File: src/rtl/serial_rx.sv
// serial_rx: two independent MSB-first serial lanes, each aligned on the COM symbol.
// A lane goes active after COM_COUNT consecutive aligned COMs and then emits data bytes.
module serial_rx #(
    parameter int unsigned          MAIN_SIZE = 8,
    parameter logic [MAIN_SIZE-1:0] COM       = MAIN_SIZE'(8'hBC),
    parameter int unsigned          COM_COUNT = 4
) (
    input  logic                 clk,
    input  logic                 reset,
    input  logic                 in0,
    input  logic                 in1,
    output logic [MAIN_SIZE-1:0] out0,
    output logic                 valid0,
    output logic                 active0,
    output logic [MAIN_SIZE-1:0] out1,
    output logic                 valid1,
    output logic                 active1,
    output logic                 Error
);

    localparam int unsigned BC_W = $clog2(MAIN_SIZE);

    typedef enum logic [1:0] {
        StSearch,
        StLock,
        StActive
    } state_e;

    logic [1:0] w_in;
    logic [1:0] w_err;
    logic       r_error;

    assign w_in = {in1, in0};

    for (genvar g = 0; g < 2; g++) begin : g_lane
        state_e                r_state;
        logic [MAIN_SIZE-1:0]  r_sr;
        logic [MAIN_SIZE-1:0]  r_out;
        logic [BC_W-1:0]       r_bc;
        logic [2:0]            r_cc;
        logic                  r_valid;
        logic                  r_active;
        logic [MAIN_SIZE-1:0]  w_nxt;
        logic [2:0]            w_cc_inc;
        logic                  w_com;
        logic                  w_bnd;

        assign w_nxt    = {r_sr[MAIN_SIZE-2:0], w_in[g]};
        assign w_com    = (w_nxt == COM);
        // Boundary: the cycle in which the last bit of an aligned symbol arrives.
        assign w_bnd    = (r_bc == BC_W'(MAIN_SIZE - 1));
        assign w_cc_inc = r_cc + 3'd1;
        assign w_err[g] = (r_state == StLock) && w_bnd && !w_com;

        always_ff @(posedge clk or negedge reset) begin
            if (!reset) begin
                r_state  <= StSearch;
                r_sr     <= '0;
                r_bc     <= '0;
                r_cc     <= '0;
                r_out    <= '0;
                r_valid  <= 1'b0;
                r_active <= 1'b0;
            end else begin
                r_sr    <= w_nxt;
                r_valid <= 1'b0;
                r_bc    <= r_bc + BC_W'(1);
                case (r_state)
                    StSearch: begin
                        if (w_com) begin
                            r_state <= StLock;
                            r_bc    <= '0;
                            r_cc    <= 3'd1;
                        end
                    end
                    StLock: begin
                        if (w_bnd) begin
                            if (w_com) begin
                                r_cc <= w_cc_inc;
                                if (w_cc_inc == 3'(COM_COUNT)) begin
                                    r_state  <= StActive;
                                    r_active <= 1'b1;
                                end
                            end else begin
                                r_state <= StSearch;
                                r_cc    <= '0;
                            end
                        end
                    end
                    StActive: begin
                        // COMs in ACTIVE are idle fill and never reach the output.
                        if (w_bnd && !w_com) begin
                            r_out   <= w_nxt;
                            r_valid <= 1'b1;
                        end
                    end
                    default: r_state <= StSearch;
                endcase
            end
        end
    end

    always_ff @(posedge clk or negedge reset) begin
        if (!reset) begin
            r_error <= 1'b0;
        end else begin
            r_error <= |w_err;
        end
    end

    assign out0    = g_lane[0].r_out;
    assign valid0  = g_lane[0].r_valid;
    assign active0 = g_lane[0].r_active;
    assign out1    = g_lane[1].r_out;
    assign valid1  = g_lane[1].r_valid;
    assign active1 = g_lane[1].r_active;
    assign Error   = r_error;

endmodule

File: config.mk
export PLATFORM = sky130hd
export DESIGN_NAME = serial_rx
export DESIGN_NICKNAME = d
export VERILOG_FILES = /design/src/rtl/serial_rx.sv
export SDC_FILE = /design/constraint.sdc
export NUM_CORES = 1
export LEC_CHECK = 0
export BUFFER_PORTS_ARGS = -buffer_cell sky130_fd_sc_hd__buf_2
export CAP_MARGIN = 20
export CORE_UTILIZATION = 50
export CTS_CLUSTER_SIZE = 30
export DETAILED_ROUTE_END_ITERATION = 7
export MAX_ROUTING_LAYER = met4
export PLACE_DENSITY = 0.76
export SYNTH_ARGS = -nofsm -noshare
export SYNTH_HDL_FRONTEND = slang
export SYNTH_SLANG_ARGS = --single-unit
File: constraint.sdc
create_clock -name clk -period 2.3 [get_ports clk]
set_input_delay 0.345 -clock clk [delete_from_list [all_inputs] [get_ports clk]]
set_output_delay 0.345 -clock clk [all_outputs]
set_load 0.005 [all_outputs]
==> flow_summary_export.csv <==
group,metric,value,unit
run_status,status,"complete, no violations",
synth,synth-edff-count,0,
clock_network,root_buffer,"clkbuf_8",
placed_design,dpl-instance-area,2270,sq um
placed_design,hpwl,2780,um
timing,hold_viol,0,
clock_network,clkSinkCount,51,
route,final_antenna_net_count,0,
route,wl_per_cell,16.4,um
cells_and_area,antenna_cells,0,
timing,period_share,0.763,
clock_network,cts_tree,"built",
synth,avgSynthCellArea,13.7,sq um
clock_network,cts_resized,0,
route,vias,1376,
die,initial_utilization,0.522,
route,routed_wl,3810,um
power_and_ir_drop,leakagePower,1.11,nW
critical_path,crit_fanout,9,
synth,synth_fp_nets,164,
grt,grt_pass1_vias,1337,
power_and_ir_drop,ir_drop,490,uV
critical_path,crit_top_cell,"ha_1",
critical_path,cp-startpoint,"g_lane[0].r_bc[0]",
cells_and_area,multi_input_area,785,sq um
synth,synth_top_area_share,0.611,
synth,synth_top_family_by_area,"simple AND/OR/NAND/NOR gates",
synth,synth-xor-area-share,0,
timing,skew,0.00405,ns
synth,ys_ff_latch,51,
synth,synth_adder_area_share,0.0479,
clock_network,path_clk_slew,0.08,ns
placed_design,post-place-ws,0.550,ns
cells_and_area,nNetsFinal,194,
die,dieArea,4440,sq um
cells_and_area,fin_cells,233,
grt,grt_max_degree,30,
synth,synth_mux_area_frac,0.0862,
timing,layout_setup_ws,0.544,ns
critical_path,setup.worst_path.end_class,"flop",
cells_and_area,drive_gt1_frac,0.311,
clock_network,post_cts_buffers,0,
critical_path,crit_type,"reg -> reg",
critical_path,cpPeakStageDelay,0.39,ns
route,vias_per_cell,5.91,
critical_path,r2r-end,"out0[0]",
critical_path,crit_slowest_cell,"mux2_2",
synth,synth-compound-area-share,0.0982,
die,io_pins,25,
synth,seq_area_frac_synth,0.611,
grt,globalRouteOverflowTotal,0,
critical_path,crit_required,2.48,ns
die,num_rows,23,
timing,rsz0062_at_grt,"false",
placed_design,gp_congestion,0.843,
timing,slew_violations,0,
worst_hold_path,hp-class,"in -> async",
critical_path,worst-path-buf-inv,0,
route,drtIter0Drc,82,
critical_path,r2r_cells,5,
synth,synthCells,152,
timing,fin_hold_ws,0.0681,ns
synth,ys_async_sr_fraction,1.00,
critical_path,setup.worst_path.start_class,"flop",
synth,syn_area,2090,sq um
route,drc,0,
run,drv_cap,0,
clock_network,clock_path_buffers,2,
timing,relSlewSlack,0.566,
grt,antenna_found_initial,0,
clock_network,clock_latency,0.30,ns
synth,yosys-top-cells-count,"dfrtp_1 (51), mux2_2 (16), nor2b_1 (9)",
synth,synthFlopType,"dfrtp_1",
timing,finalSetupTns,0,ns
synth,netlist_top_cells_area,"dfrtp_1 (61%), mux2_2 (8.6%), ha_1 (4.8%), nor2b_1 (2.7%), nand3b_1 (2.2%)",
placed_design,portBuffers,24,
cells_and_area,seq_area,1280,sq um
synth,synth.distinct_cells,35,
placed_design,dp.cells,225,
critical_path,cp.arrival,1.94,ns
critical_path,cp_top_family,"adder cells",
cells_and_area,nFillCells,336,
clock_network,cts-buffers-inserted,5,
power_and_ir_drop,p_per_area,767,nW/um^2
critical_path,r2r-start,"g_lane[0].r_bc[0]",
timing,tightest_slew,0.651,ns
timing,finalSetupViolations,0,
timing,post-route-min-period,1.76,ns
cells_and_area,syn_to_final_growth,15.1,%
clock_network,htree_levels,2,
critical_path,r2r_slack,0.54,ns
grt,grt_usage,0.208,
clock_network,holdBufCountCts,0,
synth,yosysTopAreaCell,"dfrtp_1",
die,die_y,66.6,um
timing,fmax,570,MHz
synth,synth_most_common_cell,"dfrtp_1",
die,dieWidth,66.6,um
cells_and_area,stdcell_area,2410,sq um
critical_path,crit_path_cell_trace,"ha_1 -> ha_1 -> nand3b_1 -> a21oi_4 -> mux2_2",
grt,grt_pass1_wl,6500,um
synth,yosys_warnings,0,
route,drt-pass1-iter-count,4,
die,core_area,4000,sq um
synth,synthSimpleGateAreaFrac,0.143,
[worst register-to-register path, cell delays in order, from the launching register on]
cell and delay [ns]:
dfrtp_1 0.37, ha_1 0.16, ha_1 0.26, nand3b_1 0.15
a21oi_4 0.32, mux2_2 0.39
[routing by layer]
metal	wire (um)	global-route usage	vias up
met5	0	-	-
met4	31	0.0665	0
met3	181	0.0651	6
met2	1930	0.327	48
met1	1670	0.257	699
li1	-	-	623
[cells by family after synthesis]
group / count (synthesis)
simple gates: 44
compound gates: 26
fa+ha+maj: 8
flops: 51
buf+inv: 7
mux: 16
[area by class of cell]
cell class                 instances  area share
clock buffer                       6      0.0302
clock inverter                     2      0.0250
inverter                           4     0.00624
multi-input combinational         94       0.326
sequential                        51       0.530
tap                               50      0.0260
timing repair buffer              26      0.0562
[power by group]
| part | total (mW) | leakage, nW | switching, mW | internal [mW] |
|---|---|---|---|---|
| sequential | 0.999 | 0.621 | 0.0438 | 0.955 |
| combinational | 0.136 | 0.421 | 0.0694 | 0.0669 |
| clock | 0.710 | 0.0654 | 0.276 | 0.434 |
| total | 1.85 | 1.11 | 0.389 | 1.46 |
[stage by stage]
step | total power [mW] | utilization
finish | 1.85 | 0.602
global route | 1.93 | 0.602
CTS | 1.87 | 0.602
detailed placement | 1.16 | 0.568
global placement | 1.14 | 0.568
floorplan | 1.09 | -
[cells in the final DEF (no fill, tap or decap), drive strengths merged, types with 3 or more instances in the layout]
cell type and n:
o32ai 3, nand2 7, clkbuf 6, inv 4, a21oi 4, buf 26
mux2 16, nor2 4, nor2b 9, nand3b 6, dfrtp 51, ha 8
o21ai 5
[flip-flops by register name (all words and copies together) (netlist names)]
register / cells
valid0: 1
g_lane.r_cc: 6
out1: 8
valid1: 1
Error: 1
active1: 1
active0: 1
g_lane.r_bc: 6
out0: 8
g_lane.r_state: 4
g_lane.r_sr: 14
[worst max path at each step]
| stage | end | slack [ns] | depth (start not counted) |
|---|---|---|---|
| global route | out0[0] | 0.42 | 5 |
| global placement | out0[3] | 0.62 | 5 |
| CTS | out0[0] | 0.53 | 5 |
| detailed placement | out0[0] | 0.55 | 5 |
| floorplan | out0[0] | 0.77 | 5 |
| finish | out0[0] | 0.54 | 5 |
Note: power is estimated with default switching activity, not from simulation.
